$ cat config.mk
export PLATFORM = sky130hd
export DESIGN_NAME = request_pending_latch
export DESIGN_NICKNAME = d
export VERILOG_FILES = /design/src/rtl/request_pending_latch.sv
export SDC_FILE = /design/constraint.sdc
export NUM_CORES = 1
export LEC_CHECK = 0
export ABC_AREA = 0
export CAP_MARGIN = 20
export CORE_ASPECT_RATIO = 1.5
export CORE_UTILIZATION = 24
export DETAILED_ROUTE_END_ITERATION = 7
export DONT_BUFFER_PORTS = 1
export GPL_TIMING_DRIVEN = 0
export SYNTH_ARGS = -nofsm -noshare
export SYNTH_HDL_FRONTEND = slang
export SYNTH_SLANG_ARGS = --single-unit
$ cat constraint.sdc
create_clock -name clk_i -period 4.8 [get_ports clk_i]
set_input_delay 0.96 -clock clk_i [delete_from_list [all_inputs] [get_ports clk_i]]
set_output_delay 0.96 -clock clk_i [all_outputs]
set_load 0.05 [all_outputs]
$ cat src/rtl/request_pending_latch.sv
`default_nettype none
// ============================================================================
// Module      : request_pending_latch
// Description : Sticky per-line request latch in front of the priority
//               encoder. Captures edge- or level-sensitive requests, exposes
//               a masked pending vector, clears bits on a valid/ready
//               acknowledge, counts lost edge events and flags bad acks.
// Revision    : 1.0 - initial release
// ============================================================================
module request_pending_latch #(
    parameter int WIDTH     = 16,
    parameter int ID_WIDTH  = $clog2(WIDTH),
    parameter int CNT_WIDTH = 8
) (
    input  logic                 clk_i,
    input  logic                 rst_ni,
    input  logic [WIDTH-1:0]     req_i,
    input  logic [WIDTH-1:0]     edge_mode_i,
    input  logic [WIDTH-1:0]     mask_i,
    output logic [WIDTH-1:0]     pending_o,
    output logic                 any_o,
    input  logic                 ack_valid_i,
    input  logic [ID_WIDTH-1:0]  ack_id_i,
    output logic                 ack_ready_o,
    output logic [CNT_WIDTH-1:0] drop_cnt_o,
    input  logic                 drop_cnt_clr_i,
    output logic                 err_o
);

    localparam logic [CNT_WIDTH-1:0] CNT_MAX = {CNT_WIDTH{1'b1}};

    typedef enum logic [0:0] {
        ST_READY  = 1'b0,
        ST_SETTLE = 1'b1
    } state_t;

    state_t               state;
    logic                 ack_ready_q;
    logic [WIDTH-1:0]     req_q;
    logic [WIDTH-1:0]     pend_q;
    logic [CNT_WIDTH-1:0] drop_cnt_q;
    logic                 err_q;

    logic [WIDTH-1:0]     set_vec;
    logic [WIDTH-1:0]     id_onehot;
    logic [WIDTH-1:0]     clear_vec;
    logic                 ack_fire;
    logic                 ack_good;
    logic                 drop_evt;

    // Per-bit set term and one-hot decode of the acknowledged index; an
    // out-of-range index decodes to all zeros and can never be a good ack.
    always_comb begin
        set_vec   = '0;
        id_onehot = '0;
        for (int i = 0; i < WIDTH; i++) begin
            set_vec[i]   = edge_mode_i[i] ? (req_i[i] & ~req_q[i]) : req_i[i];
            id_onehot[i] = (ack_id_i == ID_WIDTH'(i));
        end
    end

    // Acknowledge qualification, clear vector and drop detection.
    always_comb begin
        ack_fire  = ack_valid_i & ack_ready_q;
        ack_good  = ack_fire & (|(pend_q & id_onehot));
        clear_vec = ack_good ? id_onehot : '0;
        drop_evt  = |(edge_mode_i & set_vec & pend_q & ~clear_vec);
    end

    // Raw pending vector and previous-request history; set beats clear.
    always_ff @(posedge clk_i or negedge rst_ni) begin
        if (!rst_ni) begin
            req_q  <= '0;
            pend_q <= '0;
        end else begin
            req_q  <= req_i;
            pend_q <= (pend_q & ~clear_vec) | set_vec;
        end
    end

    // Acknowledge handshake FSM: one settle cycle after every fire so the
    // encoder sees the cleared bit before the next ack is accepted.
    always_ff @(posedge clk_i or negedge rst_ni) begin
        if (!rst_ni) begin
            state       <= ST_READY;
            ack_ready_q <= 1'b1;
        end else begin
            case (state)
                ST_READY: begin
                    if (ack_fire) begin
                        state       <= ST_SETTLE;
                        ack_ready_q <= 1'b0;
                    end
                end
                ST_SETTLE: begin
                    state       <= ST_READY;
                    ack_ready_q <= 1'b1;
                end
                default: begin
                    state       <= ST_READY;
                    ack_ready_q <= 1'b1;
                end
            endcase
        end
    end

    // Saturating drop counter; a clear coinciding with a drop restarts at one.
    always_ff @(posedge clk_i or negedge rst_ni) begin
        if (!rst_ni) begin
            drop_cnt_q <= '0;
        end else if (drop_cnt_clr_i) begin
            drop_cnt_q <= drop_evt ? CNT_WIDTH'(1) : '0;
        end else if (drop_evt && (drop_cnt_q != CNT_MAX)) begin
            drop_cnt_q <= drop_cnt_q + CNT_WIDTH'(1);
        end
    end

    // Sticky bad-acknowledge flag, released only by reset.
    always_ff @(posedge clk_i or negedge rst_ni) begin
        if (!rst_ni) begin
            err_q <= 1'b0;
        end else if (ack_fire && !ack_good) begin
            err_q <= 1'b1;
        end
    end

    assign pending_o   = pend_q & ~mask_i;
    assign any_o       = |pending_o;
    assign ack_ready_o = ack_ready_q;
    assign drop_cnt_o  = drop_cnt_q;
    assign err_o       = err_q;

endmodule
`default_nettype wire

==> flow_results.org <==
** Outcome
- The run finished, with violations left.
- The checks that failed: DRC.

** Yosys
- EDFF count, synth :: 0
- Avg Synthesized Cell Area :: 10.0 um^2
- Post-synth net total :: 301
- Biggest area consumer among synthesized cells :: sky130_fd_sc_hd__dfrtp_1
- Most used standard cell by instance count after synthesis :: sky130_fd_sc_hd__dfrtp_1
- After synthesis the netlist holds a flip-flop and latch count of 43.
- For this run, asynchronously set or reset flops after synthesis account for 100%.
- Seq/Total Area, Yosys :: 44.0%
- By area the synthesized netlist is led by sky130_fd_sc_hd__dfrtp_1, sky130_fd_sc_hd__nand4b_1, sky130_fd_sc_hd__a22o_1, sky130_fd_sc_hd__nand2_1, sky130_fd_sc_hd__nor2b_1.
- The top cell type by area accounts for 42.9% of the synthesized area.
- Syn Inst Count :: 244
- The cell area that synthesis handed to floorplanning was 2450 um^2.
- Counting instances in the post-synthesis netlist gives the leading cell types as sky130_fd_sc_hd__dfrtp_1, sky130_fd_sc_hd__nand2_1, sky130_fd_sc_hd__nand3_1.
- Among all flip-flop cells after synthesis, the most frequent one is sky130_fd_sc_hd__dfrtp_1.
- Warnings from Yosys :: 0
- Unique cell type count in the Yosys netlist :: 50

** Placed design
- Place WS :: 1370 ps
- The congestion estimate from routability-driven global placement came to 0.833.
- Number of placed instances with taps included :: 359
- Half-perimeter wire length of the detailed placement result :: 5560 um
- Number of buffers inserted by port buffering :: 0

** STA
- In the post-route analysis, the smallest setup slack over all paths is 1410 ps.
- Crit share post-route :: 70.6%
- At the pin with the least slew margin, the transition time is 1060 ps.
- Setup repair after global routing left no endpoint under its margin.
- Worst clock skew on the final layout :: 3.61 ps
- Based on the critical path, the design can be clocked at up to 0.295 GHz.
- Setup_tns :: 0 ps
- Number of max-slew violations in the final report :: 0
- Setup violations remaining at the end of the flow were counted as 0.
- The smallest clock period supported by the final layout is computed as 3390 ps.
- The final-report hold violation count was 0.
- Worst rel slew slack :: 28.9%

** Clock network
- The number of clock buffers added by TritonCTS is 5.
- In this run the number of H-tree levels came out at 2.
- The root buffer cell chosen for the clock tree is sky130_fd_sc_hd__clkbuf_16.
- TritonCTS clock tree :: yes
- The clock reaches the later pin of the worst-skew pair after 290 ps.
- The clock passes through at most 2 buffers.
- Clock-pin slew on the worst setup and hold paths :: 60 ps
- The number of hold buffers added after CTS was 0.
- In this run the post-CTS setup repair buffer count came out at 0.
- Post-CTS sizing :: 0
- The clock net in this run drives a total of 43 sinks.

** Routing
- Antenna Violating Nets Remaining :: 0
- Number of vias after detailed routing :: 1959
- Count of TritonRoute iterations in the first routing pass :: 7
- DRC violation total after the first TritonRoute iteration :: 129
- Drt total wl :: 6950 um
- Using the TritonRoute via totals, the vias-per-cell ratio works out to 5.34.
- In the routed design, unresolved DRC markers number 6.
- Routed wirelength normalized by instance count :: 18.9 um

** Critical path
- The number of buffers and inverters on the critical path is 0.
- Critical path's largest stage delay :: 770 ps
- In this run the critical register-to-register path is captured at drop_cnt_o[3].
- Element type at the critical path start :: input pin
- Kind of end point of the critical path :: output pin
- For this design, the slowest cell found on the critical path is sky130_fd_sc_hd__nor2b_1.
- CP delay by family, top :: simple AND/OR/NAND/NOR gates
- Arrival time worst endpoint :: 2430 ps
- Worst reg2reg startpoint :: ack_ready_o
- Required arrival time at the worst endpoint :: 3840 ps
- The worst register-to-register path has a depth of 8.
- Crit Path Class :: input pin to output pin
- The signal on the critical path passes through nor2b_1, nor4_1, nand4_1.
- Critical Path Fanout Max :: 2
- Slack of the worst reg-to-reg path :: 2240 ps

** Global routing
- In the global route stage, met3 resource usage came out at 5.24%.
- Number of antenna violations at the first check in global routing :: 0
- Overall track demand over capacity in global routing :: 13.8%
- The first global-routing pass estimated 11000 um of wire.
- In the global route stage, met2 resource usage came out at 24.1%.
- Maximum number of pins on one net before global-route repair :: 44
- Total global routing overflow :: 0
- For this run, global-route usage on met1 was measured as 13.8%.
- After global routing, the most crowded layer is met2.
- Via count of the first global-routing pass :: 1975

** Cells and area
- After the last flow step, the layout net total stands at 308.
- At the end of the flow the core is filled with cells to 27.9%.
- Proportion of layout cells with a drive suffix above 1 :: 11.1%
- Antenna Diode Count :: 0
- The finished layout holds 367 standard cells, fillers aside.
- Synth-to-Final Area Change :: 11.5%

** Die
- The floorplan step defined a die boundary enclosing 10600 um^2.
- Floorplan die height :: 126 um
- Die Wd :: 84.5 um
- The initial utilization of the core area, before any placement, comes to 25.0%.
- In this run the core area contains 44 standard-cell rows.
- 83 I/O pins were placed.
- The core region is 9800 um^2.

** Power and ir drop
- Power spread over the standard cell area amounts to 310 nW/um^2.
- Largest vdd supply drop :: 0.109 mV
- In this run the static leakage power is 0.00101 uW.

** Job
- Across the run, the number of max-cap violations was 0.

** Hold path
- The min-delay analysis places its worst path in the category input pin to asynchronous set/reset pin.
metrics by stage:
step	total power (uW)	cell area [um^2]	hold WS, ps
2_1_floorplan	504	2450	404
3_3_place_gp	522	2590	415
3_5_place_dp	524	2590	420
4_1_cts	858	2730	354
5_1_grt	882	2730	350
6_report	845	2730	364
power by group:
| part | internal [uW] | switching (uW) | total (uW) |
|---|---|---|---|
| registers | 374 | 31.2 | 406 |
| clock network | 192 | 137 | 329 |
| logic | 36.1 | 74.4 | 111 |
| total | 603 | 242 | 845 |
cell type report:
cell class	instances	area (um^2)
multi-input combinational	185	1250
clock inverter	1	5.00
sequential	43	1080
clock buffer	7	133
fill	1050	7070
buffer	12	106
tap	115	144
inverter	4	15.0
placed cells by master (no fill, tap or decap), types with 4 or more instances in the layout:
cell	Yosys	routed
sky130_fd_sc_hd__a21oi_1	12	12
sky130_fd_sc_hd__a22o_1	15	15
sky130_fd_sc_hd__buf_6	6	6
sky130_fd_sc_hd__clkbuf_16	0	5
sky130_fd_sc_hd__dfrtp_1	42	42
sky130_fd_sc_hd__inv_1	4	4
sky130_fd_sc_hd__mux2i_1	6	6
sky130_fd_sc_hd__nand2_1	30	30
sky130_fd_sc_hd__nand3_1	20	20
sky130_fd_sc_hd__nand4_1	4	4
sky130_fd_sc_hd__nand4b_1	16	16
sky130_fd_sc_hd__nor2_1	7	7
sky130_fd_sc_hd__nor2b_1	18	18
sky130_fd_sc_hd__nor3_1	5	5
sky130_fd_sc_hd__nor4_1	5	5
sky130_fd_sc_hd__o21ai_0	8	8
sequential cells by signal, indices dropped and copies added, names as in the netlist:
| signal | flops |
|---|---|
| state | 1 |
| pend_q | 16 |
| req_q | 16 |
| ack_ready_o | 1 |
| err_o | 1 |
| drop_cnt_o | 8 |
worst reg2reg max path: stages (launching register included):
cell	delay, ps
sky130_fd_sc_hd__dfstp_2	750
sky130_fd_sc_hd__and4bb_1	270
sky130_fd_sc_hd__buf_6	130
sky130_fd_sc_hd__a21oi_1	40
sky130_fd_sc_hd__nor4_1	270
sky130_fd_sc_hd__nand4_1	270
sky130_fd_sc_hd__nor2_4	280
sky130_fd_sc_hd__nor3_1	100
sky130_fd_sc_hd__mux2_1	330
worst max path at each step:
stage,depth (start not counted),end,from,slack (ps)
floorplan,3,any_o,mask_i[14],1540
global placement,3,any_o,mask_i[5],1370
detailed placement,3,any_o,mask_i[5],1370
CTS,3,any_o,mask_i[5],1370
global route,3,any_o,mask_i[5],1340
finish,3,any_o,mask_i[5],1410
cell families (layout without fill, tap and decap cells):
logic type | count (synthesis) | in the layout | share of synthesized area [%]
mux | 10 | 10 | 4.29
compound gates | 50 | 50 | 15.3
fa+ha+maj | 1 | 1 | 0.511
buf+inv | 16 | 24 | 4.96
simple gates | 124 | 124 | 31.0
flops | 43 | 43 | 44.0
metal layers:
metal | routed length [um] | share of wire, %
met2 | 3570 | 51
met1 | 2410 | 35
met4 | 302 | 4.3
met5 | 0 | 0
met3 | 666 | 9.6
(Power assumes the default switching activity.)
